===== src/rtl/draw_arb_pkg.sv =====
`timescale 1ns/1ps
// draw_arb_pkg: shared widths, drawer constants and FSM state encoding for draw_arbiter.
// Latency: n/a (declarations only).
// Backpressure: n/a.
// Contents: COORD_W, COLOR_W, BLOCK_PIXELS, BG_COLOR_DEF, state_t.
package draw_arb_pkg;

  localparam int COORD_W      = 8;
  localparam int COLOR_W      = 3;
  localparam int BLOCK_PIXELS = 16;

  localparam logic [COLOR_W-1:0] BG_COLOR_DEF = 3'b000;

  // S_RELOAD is only reachable when the erase pass is built in: it swaps the
  // erase coordinates for the sampled ones between the two drawer passes.
  typedef enum logic [2:0] {
    S_IDLE       = 3'd0,
    S_LAUNCH     = 3'd1,
    S_WAIT_START = 3'd2,
    S_WAIT_DONE  = 3'd3,
    S_ACK        = 3'd4,
    S_RELOAD     = 3'd5
  } state_t;

endpackage


===== src/rtl/draw_arbiter_rr_pick.sv =====
`timescale 1ns/1ps
// rr_pick: combinational round-robin search of req starting just after last_ptr.
// Latency: purely combinational.
// Backpressure: none; the caller decides when to consume the pick.
// Ports: req (request vector), last_ptr (previous winner), found (any req set), idx (winner).
module rr_pick #(
  parameter int NUM_REQ = 4,
  parameter int PTR_W   = 2
) (
  input  logic [NUM_REQ-1:0] req,
  input  logic [PTR_W-1:0]   last_ptr,
  output logic               found,
  output logic [PTR_W-1:0]   idx
);

  // One extra bit so last_ptr + k never overflows before the wrap subtract.
  localparam logic [PTR_W:0] L_NUM = (PTR_W+1)'(NUM_REQ);

  logic [PTR_W:0]   w_sum;
  logic [PTR_W-1:0] w_cand;

  always_comb begin
    found  = 1'b0;
    idx    = '0;
    w_sum  = '0;
    w_cand = '0;
    for (int k = 1; k <= NUM_REQ; k++) begin
      w_sum = {1'b0, last_ptr} + (PTR_W+1)'(k);
      if (w_sum >= L_NUM) begin
        w_sum = w_sum - L_NUM;
      end
      w_cand = w_sum[PTR_W-1:0];
      if (!found && req[w_cand]) begin
        found = 1'b1;
        idx   = w_cand;
      end
    end
  end

endmodule


===== src/rtl/draw_arbiter.sv =====
`timescale 1ns/1ps
// draw_arbiter: shares one 4x4 block drawer among NUM_REQ requesters, round-robin.
// Latency: req seen in cycle 0 -> draw_go cycle 1 -> ack cycle 20 with an idle drawer (40 with an erase pass).
// Backpressure: requesters hold req until ack; the drawer paces us through draw_done; no timeout.
// Option: DRAW_ARBITER_ERASE_EN adds per-requester prev_x/prev_y and a background erase pass before each redraw.
// Ports: clock, resetn (async, active-low); req/req_x/req_y/req_color in; ack/busy out;
//        draw_go/draw_x/draw_y/draw_color to the drawer; draw_done from the drawer.
module draw_arbiter
  import draw_arb_pkg::*;
#(
  parameter int NUM_REQ = 4,
  parameter int PTR_W   = 2
`ifdef DRAW_ARBITER_ERASE_EN
  ,
  parameter logic [COLOR_W-1:0] BG_COLOR = BG_COLOR_DEF
`endif
) (
  input  logic                         clock,
  input  logic                         resetn,
  input  logic [NUM_REQ-1:0]           req,
  input  logic [COORD_W*NUM_REQ-1:0]   req_x,
  input  logic [COORD_W*NUM_REQ-1:0]   req_y,
  input  logic [COLOR_W*NUM_REQ-1:0]   req_color,
  output logic [NUM_REQ-1:0]           ack,
  output logic                         busy,
  output logic                         draw_go,
  output logic [COORD_W-1:0]           draw_x,
  output logic [COORD_W-1:0]           draw_y,
  output logic [COLOR_W-1:0]           draw_color,
  input  logic                         draw_done
);

  state_t             r_state, w_state_nxt;
  logic [PTR_W-1:0]   r_last_ptr, r_grant, w_idx;
  logic               w_found;
  logic [COORD_W-1:0] r_draw_x, r_draw_y, w_win_x, w_win_y;
  logic [COLOR_W-1:0] r_draw_color, w_win_color;

`ifdef DRAW_ARBITER_ERASE_EN
  logic [COORD_W-1:0] r_prev_x [NUM_REQ];
  logic [COORD_W-1:0] r_prev_y [NUM_REQ];
  logic [NUM_REQ-1:0] r_prev_vld;
  logic [COORD_W-1:0] r_smp_x, r_smp_y;
  logic [COLOR_W-1:0] r_smp_color;
  logic               r_erase;     // current drawer pass is the erase pass
  logic [COORD_W-1:0] w_prev_x, w_prev_y;
  logic               w_prev_vld;
`endif

  rr_pick #(
    .NUM_REQ (NUM_REQ),
    .PTR_W   (PTR_W)
  ) u_pick (
    .req      (req),
    .last_ptr (r_last_ptr),
    .found    (w_found),
    .idx      (w_idx)
  );

  // Winner data mux (and its previous position when erasing).
  always_comb begin
    w_win_x     = '0;
    w_win_y     = '0;
    w_win_color = '0;
`ifdef DRAW_ARBITER_ERASE_EN
    w_prev_x    = '0;
    w_prev_y    = '0;
    w_prev_vld  = 1'b0;
`endif
    for (int i = 0; i < NUM_REQ; i++) begin
      if (w_idx == PTR_W'(i)) begin
        w_win_x     = req_x[i*COORD_W +: COORD_W];
        w_win_y     = req_y[i*COORD_W +: COORD_W];
        w_win_color = req_color[i*COLOR_W +: COLOR_W];
`ifdef DRAW_ARBITER_ERASE_EN
        w_prev_x    = r_prev_x[i];
        w_prev_y    = r_prev_y[i];
        w_prev_vld  = r_prev_vld[i];
`endif
      end
    end
  end

  always_ff @(posedge clock or negedge resetn) begin
    if (!resetn) begin
      r_state <= S_IDLE;
    end else begin
      r_state <= w_state_nxt;
    end
  end

  // Next state and Moore outputs. draw_done is deliberately ignored in
  // S_LAUNCH: the drawer only drops done the cycle after it sees go.
  always_comb begin
    w_state_nxt = r_state;
    draw_go     = 1'b0;
    busy        = (r_state != S_IDLE);
    ack         = '0;
    case (r_state)
      S_IDLE: begin
        if (w_found) begin
          w_state_nxt = S_LAUNCH;
        end
      end
      S_LAUNCH: begin
        draw_go     = 1'b1;
        w_state_nxt = S_WAIT_START;
      end
      S_WAIT_START: begin
        if (!draw_done) begin
          w_state_nxt = S_WAIT_DONE;
        end
      end
      S_WAIT_DONE: begin
        if (draw_done) begin
`ifdef DRAW_ARBITER_ERASE_EN
          w_state_nxt = r_erase ? S_RELOAD : S_ACK;
`else
          w_state_nxt = S_ACK;
`endif
        end
      end
`ifdef DRAW_ARBITER_ERASE_EN
      S_RELOAD: begin
        w_state_nxt = S_LAUNCH;
      end
`endif
      S_ACK: begin
        for (int i = 0; i < NUM_REQ; i++) begin
          if (r_grant == PTR_W'(i)) begin
            ack[i] = 1'b1;
          end
        end
        w_state_nxt = S_IDLE;
      end
      default: begin
        w_state_nxt = S_IDLE;
      end
    endcase
  end

  // Grant capture: requester data is sampled exactly once, at grant.
  always_ff @(posedge clock or negedge resetn) begin
    if (!resetn) begin
      r_last_ptr   <= PTR_W'(NUM_REQ - 1);
      r_grant      <= '0;
      r_draw_x     <= '0;
      r_draw_y     <= '0;
      r_draw_color <= '0;
`ifdef DRAW_ARBITER_ERASE_EN
      r_smp_x      <= '0;
      r_smp_y      <= '0;
      r_smp_color  <= '0;
      r_erase      <= 1'b0;
`endif
    end else if (r_state == S_IDLE && w_found) begin
      r_last_ptr <= w_idx;
      r_grant    <= w_idx;
`ifdef DRAW_ARBITER_ERASE_EN
      r_smp_x     <= w_win_x;
      r_smp_y     <= w_win_y;
      r_smp_color <= w_win_color;
      if (w_prev_vld) begin
        r_draw_x     <= w_prev_x;
        r_draw_y     <= w_prev_y;
        r_draw_color <= BG_COLOR;
        r_erase      <= 1'b1;
      end else begin
        r_draw_x     <= w_win_x;
        r_draw_y     <= w_win_y;
        r_draw_color <= w_win_color;
        r_erase      <= 1'b0;
      end
`else
      r_draw_x     <= w_win_x;
      r_draw_y     <= w_win_y;
      r_draw_color <= w_win_color;
`endif
    end
`ifdef DRAW_ARBITER_ERASE_EN
    else if (r_state == S_RELOAD) begin
      r_draw_x     <= r_smp_x;
      r_draw_y     <= r_smp_y;
      r_draw_color <= r_smp_color;
      r_erase      <= 1'b0;
    end
`endif
  end

`ifdef DRAW_ARBITER_ERASE_EN
  // At ack the drawer coordinates hold the freshly drawn block; remember them
  // so the requester's next block first erases this one.
  always_ff @(posedge clock or negedge resetn) begin
    if (!resetn) begin
      for (int i = 0; i < NUM_REQ; i++) begin
        r_prev_x[i] <= '0;
        r_prev_y[i] <= '0;
      end
      r_prev_vld <= '0;
    end else if (r_state == S_ACK) begin
      for (int i = 0; i < NUM_REQ; i++) begin
        if (r_grant == PTR_W'(i)) begin
          r_prev_x[i]   <= r_draw_x;
          r_prev_y[i]   <= r_draw_y;
          r_prev_vld[i] <= 1'b1;
        end
      end
    end
  end
`endif

  assign draw_x     = r_draw_x;
  assign draw_y     = r_draw_y;
  assign draw_color = r_draw_color;

endmodule

===== config.mk =====
export PLATFORM = sky130hd
export DESIGN_NAME = draw_arbiter
export DESIGN_NICKNAME = d
export VERILOG_FILES = /design/src/rtl/draw_arb_pkg.sv /design/src/rtl/draw_arbiter_rr_pick.sv /design/src/rtl/draw_arbiter.sv
export SDC_FILE = /design/constraint.sdc
export NUM_CORES = 1
export LEC_CHECK = 0
export CORE_AREA = 3 3 85 87
export CTS_BUF_LIST = sky130_fd_sc_hd__clkbuf_8
export DETAILED_ROUTE_END_ITERATION = 8
export DIE_AREA = 0 0 88 90
export HOLD_SLACK_MARGIN = 0.03
export MAX_ROUTING_LAYER = met4
export PLACE_DENSITY_LB_ADDON = 0.3
export SYNTH_ARGS = -nofsm -noshare
export SYNTH_HDL_FRONTEND = slang
export SYNTH_HIERARCHICAL = 1
export SYNTH_SLANG_ARGS = --single-unit

===== constraint.sdc =====
create_clock -name clock -period 2.4 [get_ports clock]
set_input_delay 0.48 -clock clock [delete_from_list [all_inputs] [get_ports clock]]
set_output_delay 0.48 -clock clock [all_outputs]
set_load 0.05 [all_outputs]

* Yosys cells after proc, flatten, opt, wreduce, memory -nomap -nowiden
Index checks and enable logic that the tools add are counted.
W data, S select, Z words.
** Word-level totals
- Register bits :: 26
** Operators by class
- Reductions and logical operators :: 12
- Eq/ne operators :: 13
- Muxes and demuxes :: 42
- Add/subtract/negate cells :: 8
- $lt $le $gt $ge :: 8
** Operator list (number)
- $mux W8 :: 8
- $mux W3 :: 7
- $mux W2 :: 8
- $mux W1 :: 13
- $ge A3 B3 Y1 const B :: 4
- $lt A2 B3 Y1 const B :: 4
- $pmux W3 S4 :: 1
- $bmux W1 S2 :: 4
- $eq A2 B2 Y1 const B :: 4
- $sub A2 B1 Y2 const B :: 4
- $add A2 B2 Y3 const B :: 2
- $eq A3 B2 Y1 const B :: 2
- $ne A2 B2 Y1 const B :: 3
- $eq A2 B1 Y1 const B :: 2
- $logic_and A1 B1 Y1 :: 4
- $logic_not A2 Y1 :: 2
- $mux W4 :: 1
- $add A2 B1 Y3 const B :: 1
- $add A2 B3 Y3 const B :: 1
- $eq A3 B1 Y1 const B :: 1
- $eq A3 B3 Y1 const B :: 1
- $logic_not A1 Y1 :: 3
- $logic_not A3 Y1 :: 1
- $reduce_and A3 Y1 :: 1
- $reduce_bool A3 Y1 :: 1

* Logic depth before layout (Yosys ltp)
Gate-level depths: netlist of run 1.
- Word-level depth :: 20
- Depth in mapped cells :: 6

* By module
Netlist of run 1, hierarchy kept.
** By module, submodules not included
- draw_arbiter :: sequential area each 653.1 um^2, cells an instance 89, area an instance 1531.5 um^2, times used 1
- rr_pick :: sequential area each 0.0 um^2, cells an instance 14, area an instance 91.3 um^2, times used 1

* Least setup slack after synthesis of run 1
OpenSTA, ideal clock, no wires.
- Path kind :: register -> output
- Start :: reg r_state[1]
- End :: out ack[0]
- Setup slack :: -212 ps
- Cell stages (with the launch flop) :: 3
- Required time :: 1920 ps
- Path buffers :: 0
- Arrival time :: 2132 ps
- Cells stage by stage :: dfrtp_1 -> nor2_1 -> nor4bb_1
** Between the ends
- Cells in the longest elaborated chain, start to end :: 2
** Ends and longest elaborated chain
- from (decl) :: RTL line draw_arbiter.sv:33 : state_t r_state, w_state_nxt;
- from (signal assigned) :: RTL line draw_arbiter.sv:88 : r_state <= w_state_nxt;
- $eq A3 B3 Y1 :: RTL line draw_arbiter.sv:99 : case (r_state)
- $mux W4 :: RTL line draw_arbiter.sv:99
- to (decl) :: RTL line draw_arbiter.sv:24 : output logic [NUM_REQ-1:0] ack,
Every way passes these cells.

* Final worst setup path of run 1
- Start :: reg r_state[2]
- End :: out draw_go
** Between the ends
- Cells in the longest elaborated chain, start to end :: 2
** Ends and longest elaborated chain
- $eq A3 B1 Y1 :: RTL line draw_arbiter.sv:99
- $mux W1 :: RTL line draw_arbiter.sv:99
- to (decl) :: RTL line draw_arbiter.sv:26 : output logic draw_go,
Every way passes these cells.

==> flow_metrics.tcl, run 1 <==
set metrics [dict create \
    crit_type "flop to primary output" \
    cp_max_fo 10 \
    die_w_um 88 \
    synth_compound_area_share_pct 2.78 \
    synth_fa_ha_area_share_pct 0 \
    clock-root-buffer "clkbuf_8" \
    tightest_slew_ps 524 \
    ys_seq_area_share_pct 40.2 \
    clock.fmax_mhz 436 \
    cts_setup_buffers 0 \
    std_cell_rows 29 \
    synth_ff_type "dfrtp_1" \
    worst_r2r_path_depth 6 \
    insertion_delay_ps 270 \
    coreArea_um2 6420 \
    synth_commonest_cells "dfrtp_1, mux2_2, mux4_2" \
    maxSlewViolCount 0 \
    synthArstFlopShare_pct 100 \
    routed_wl_mm 4.52 \
    final.fill_count 585 \
    cts_tree "built" \
    area_delta_synth_final_pct 78.8 \
    synthDistinctLibCells 30 \
    yosys_warnings 6 \
    fin_skew_ps 2.58 \
    cts_made_buffers 3 \
    start_util_pct 25.3 \
    power_leakage_nw 1.13 \
    synth_nets 186 \
    gp_congestion 0.755 \
    vias 1365 \
    min_period_over_period_pct 95.6 \
    fp.dieH_um 90 \
    synth_area_um2 1620 \
    synth.most_common_cell "dfrtp_1" \
    dieArea_um2 7920 \
    cts.sinks 26 \
    fin_nets 301 \
    power_density_nw_per_um2 1180 \
    portBuffers 107 \
    rsz0062_at_grt "false" \
    cp.arrival_ps 1810 \
    antenna_found_initial 0 \
    drcViolationCount 0 \
    viasPerCell 4.64 \
    clkSlewWorstSetupHoldPaths_ps 90 \
    dpl-instance-area_um2 2840 \
    synth.area.mux_share_pct 43.6 \
    cp-start-kind "flop" \
    synth_top_family_by_area "multiplexers" \
    htree_levels 1 \
    hold_class "flop to flop" \
    critPathRequiredTime_ps 1920 \
    grt_max_degree 27 \
    overflow 0 \
    wl_per_cell_um 15.4 \
    yosysTopAreaCellShare_pct 37.0 \
    grt_pass1_wl_mm 7.31 \
    postSynthAreaPerCell_um2 15.8 \
    ys_seq_elements 26 \
    synthSimpleGateAreaFrac_pct 9.56 \
    drtIter0Drc 23 \
    finalSetupViolCount 0 \
    dp_hpwl_mm 3.66 \
    drtAntennaViolNets 0 \
    ir_drop_mv 0.627 \
    io_pins 108 \
    fin_tns_setup_ps 0 \
    design_area_um2 2900 \
    diodes 0 \
    synth-edff-count 0 \
    grt_pass1_vias 1533 \
    track_usage_pct 12.2 \
    synth_area_leaders "dfrtp_1, mux4_2, mux2_2" \
    syn_inst 103 \
    relSlewSlack_pct 64.9 \
    maxCapViolCount 0 \
    status "finished clean" \
    hold_depth 1 \
    crit_path_end_kind "primary output" \
    yosys.area.top_type "dfrtp_1" \
    drt_pre_antenna_iters 4 \
    clockBufferDepth 2 \
    drive_above_1_share_pct 30.4 \
    period_needed_ps 2290 \
    finalHoldViolCount 0 \
    synthXorXnorAreaFrac_pct 0 \
]
==> state kept, by name, indices dropped and copies added (netlist names) <==
signal	count
draw_color	3
draw_x	8
draw_y	8
r_grant	2
r_last_ptr	2
r_state	3
==> routing by layer <==
metal	global-route usage [%]	share of wire, %	vias up	wire, um
li1	-	-	642	-
met1	15.0	42	641	1900
met2	19.6	47	77	2140
met3	3.11	9.4	5	427
met4	3.84	1.3	0	58
met5	-	0	-	0
==> where the power goes <==
part	switching (W)	internal (W)	total (W)
Clock	0.000146	0.000147	0.000293
Combinational	0.00114	0.00111	0.00226
Sequential	0.000180	0.000680	0.000860
Total	0.00147	0.00194	0.00341
==> placed cells by master, fill, tap and decap left out <==
cell,count
nand2b_1,3
mux2_2,20
a21oi_1,2
and4b_1,3
or2b_1,1
o221ai_4,1
and4_1,1
nor4bb_2,1
or3_1,1
buf_12,2
a31oi_1,1
mux4_1,1
or3b_2,1
nor3b_1,1
nor2_1,3
nand2_1,1
buf_4,12
mux4_2,18
dlymetal6s2s_1,1
and2b_1,1
dfstp_2,2
clkdlybuf4s50_1,102
clkbuf_8,4
nor4b_4,1
inv_1,1
mux2_1,1
and3_1,1
mux2_4,2
mux2i_1,1
a21oi_2,2
dfrtp_1,24
nor3_1,1
==> stage by stage <==
stage / utilization (%) / hold slack, ps / std cells / total power (W) / worst slack [ps]
floorplan: - / 184 / 103 / 0.00241 / 265
global placement: 44.3 / 491 / 290 / 0.00314 / -159
detailed placement: 44.3 / 495 / 290 / 0.00315 / -162
CTS: 45.1 / 519 / 294 / 0.00346 / 54.9
global route: 45.2 / 528 / 294 / 0.00363 / 3.36
finish: 45.2 / 515 / 294 / 0.00341 / 105
==> cells by family after synthesis <==
group	Yosys count
multiplexers	43
flip-flops	26
AND/OR/NAND/NOR	20
buffers and inverters	8
AO/OA/AOI/OAI	6
==> what timing repair did <==
| action | CTS | global route |
|---|---|---|
| endpoints found under the hold margin | 0 | 0 |
| gates resized for setup | 0 | 1 |
| endpoints found under the setup margin | 0 | 1 |
| hold buffers | 0 | 0 |
==> cell type report <==
cell class	instances	area (um^2)	area share (%)
clock buffers	4	55.1	1.90
flip-flops and latches	26	653	22.5
inverters	1	3.75	0.129
well taps	77	96.3	3.32
multi-input cells	69	930	32.0
repair buffers	117	1160	40.1
==> worst max-delay path: stages, from the launching register on <==
cell,delay (ps)
dfrtp_1,490
nor3b_1,220
clkdlybuf4s50_1,830
==> path summary, 6_finish.rpt <==
| kind | startpoint | endpoint | slack (ps) |
|---|---|---|---|
| hold reg to reg | draw_x[4]$_DFFE_PN0P_ | draw_x[4]$_DFFE_PN0P_ | 520 |
| setup / recovery | r_state[2]$_DFFE_PN0P_ | draw_go | 110 |
| max in group asynchronous | resetn | r_last_ptr[0]$_DFFE_PN1P_ | 1530 |
| min in group asynchronous | resetn | draw_x[5]$_DFFE_PN0P_ | 570 |
| setup reg to reg | r_last_ptr[1]$_DFFE_PN1P_ | draw_x[4]$_DFFE_PN0P_ | 270 |
| hold / removal | draw_x[4]$_DFFE_PN0P_ | draw_x[4]$_DFFE_PN0P_ | 520 |
Note: power is estimated with default switching activity, not from simulation.
==> run 2: changes to the inputs <==
--- a/config.mk
+++ b/config.mk
@@ -10,7 +10,6 @@
 export DETAILED_ROUTE_END_ITERATION = 8
 export DIE_AREA = 0 0 88 90
 export HOLD_SLACK_MARGIN = 0.03
-export MAX_ROUTING_LAYER = met4
 export PLACE_DENSITY_LB_ADDON = 0.3
 export SYNTH_ARGS = -nofsm -noshare
 export SYNTH_HDL_FRONTEND = slang
==> run 2 against run 1 <==
Against the previous run: combinational power about the same; sequential share of layout area did not move; cell area did not move; critical endpoint unchanged.
==> flow_metrics.tcl, run 2 (synthesis gave the netlist of run 1 again) <==
set metrics [dict create \
    status "finished clean" \
    hold_depth 1 \
    fin_nets 301 \
    maxSlewViolCount 0 \
    swShare_pct 43.1 \
    tightest_slew_ps 523 \
    insertion_delay_ps 270 \
    drive_above_1_share_pct 30.4 \
    ir_drop_mv 0.627 \
    comb_power_share_pct 66.1 \
    diodes 0 \
    design_area_um2 2900 \
    p_seq_share_pct 25.2 \
    clock.fmax_mhz 435 \
    final_cell_mix "clkdlybuf4s50_1, dfrtp_1, mux2_2" \
    power_density_nw_per_um2 1180 \
    overflow 0 \
    dpl-instance-area_um2 2840 \
    drt_pre_antenna_iters 4 \
    dieArea_um2 7920 \
    crit_type "flop to primary output" \
    die_w_um 88 \
    min_period_over_period_pct 95.7 \
    p_sw_w 0.00147 \
    hold_class "flop to flop" \
    cts.sinks 26 \
    wl_per_cell_um 15.4 \
    drtIter0Drc 17 \
    cp-start-kind "flop" \
    worst_r2r_path_depth 6 \
    power_leakage_nw 1.13 \
    rrSetupSlack_ps 270 \
    cts_tree "built" \
    pwr-share-clk_pct 8.7 \
    cts_hold_buf 0 \
    final.fill_count 585 \
    drtAntennaViolNets 0 \
    drcViolationCount 0 \
    clkSlewWorstSetupHoldPaths_ps 100 \
    hold_ws_ps 516 \
    cts_made_buffers 3 \
    gp_congestion 0.745 \
    grt_max_degree 27 \
    crit_path_end_kind "primary output" \
    timing.rr.start "r_last_ptr[1]$_DFFE_PN1P_" \
    htree_levels 1 \
    hold_end "draw_x[4]$_DFFE_PN0P_" \
    cp_max_fo 10 \
    rsz0062_at_grt "false" \
    fp.dieH_um 90 \
    finalSetupViolCount 0 \
    start_util_pct 25.3 \
    relSlewSlack_pct 65.0 \
    viasPerCell 4.59 \
    area_delta_synth_final_pct 78.8 \
    cp.arrival_ps 1820 \
    clockBufferDepth 2 \
    multi_input_area_um2 930 \
    antenna_found_initial 0 \
    grt_pass1_wl_mm 7.35 \
    io_pins 108 \
    final_common_cell "clkdlybuf4s50_1" \
    crit-reg2reg-capture "draw_y[1]$_DFFE_PN0P_" \
    coreArea_um2 6420 \
    period_needed_ps 2300 \
    portBuffers 107 \
    dp_hpwl_mm 3.66 \
    routed_wl_mm 4.52 \
    critPathRequiredTime_ps 1920 \
    vias 1350 \
    seqCellArea_um2 653 \
    clock-root-buffer "clkbuf_8" \
    cts_setup_buffers 0 \
    fin_skew_ps 2.61 \
    track_usage_pct 11.9 \
    grt_pass1_vias 1524 \
    maxCapViolCount 0 \
    std_cell_rows 29 \
    intPower_w 0.00194 \
    min_from "draw_x[4]$_DFFE_PN0P_" \
    finalHoldViolCount 0 \
]
-- run 2: cell counts in the layout (fill, tap and decap cells not counted) --
Identical to the previous run, type by type.
-- run 2: worst max-delay path, stage by stage, from the launching register on --
cell	delay, ps
dfrtp_1	500
nor3b_1	220
clkdlybuf4s50_1	830
-- run 2: metrics by stage --
| stage | util [%] | cells | power [W] | setup slack [ps] | setup TNS (ps) |
|---|---|---|---|---|---|
| floorplan | - | 103 | 0.00241 | 265 | 0 |
| global route | 45.2 | 294 | 0.00363 | 3.36 | 0 |
| global placement | 44.3 | 290 | 0.00314 | -159 | -2490 |
| detailed placement | 44.3 | 290 | 0.00315 | -162 | -2820 |
| finish | 45.2 | 294 | 0.00341 | 102 | 0 |
| CTS | 45.1 | 294 | 0.00346 | 54.9 | 0 |
-- run 2: layout make-up --
cell class | instances | area share [%]
sequential | 26 | 22.5
timing repair buffer | 117 | 40.1
clock buffer | 4 | 1.90
tap | 77 | 3.32
multi-input combinational | 69 | 32.0
inverter | 1 | 0.129
-- run 2: how the worst max path moves through the flow --
stage | startpoint | end
floorplan | r_state[2]$_DFFE_PN0P_ | draw_go
global placement | req[2] | draw_x[4]$_DFFE_PN0P_
detailed placement | req[2] | draw_x[4]$_DFFE_PN0P_
CTS | r_state[1]$_DFFE_PN0P_ | busy
global route | r_state[2]$_DFFE_PN0P_ | draw_go
finish | r_state[2]$_DFFE_PN0P_ | draw_go
-- run 2: metal layers --
layer | track usage [%] | part of all wire (%)
met2 | 19.5 | 47
met4 | 3.84 | 0.64
met5 | 0 | 0
met3 | 4.30 | 11
met1 | 14.4 | 41
-- run 2: timing repair --
action / 4_1_cts / 5_1_grt
endpoints found under the hold margin: 0 / 0
setup endpoints to repair: 0 / 1
resized for setup: 0 / 1
-- run 2: power groups by stage --
| stage | logic [W] | registers [W] | clock network, W |
|---|---|---|---|
| floorplan | 0.000995 | 0.00141 | 0 |
| global placement | 0.00228 | 0.000865 | 0 |
| detailed placement | 0.00229 | 0.000866 | 0 |
| CTS | 0.00229 | 0.000864 | 0.000308 |
| global route | 0.00240 | 0.000902 | 0.000331 |
| finish | 0.00226 | 0.000860 | 0.000295 |
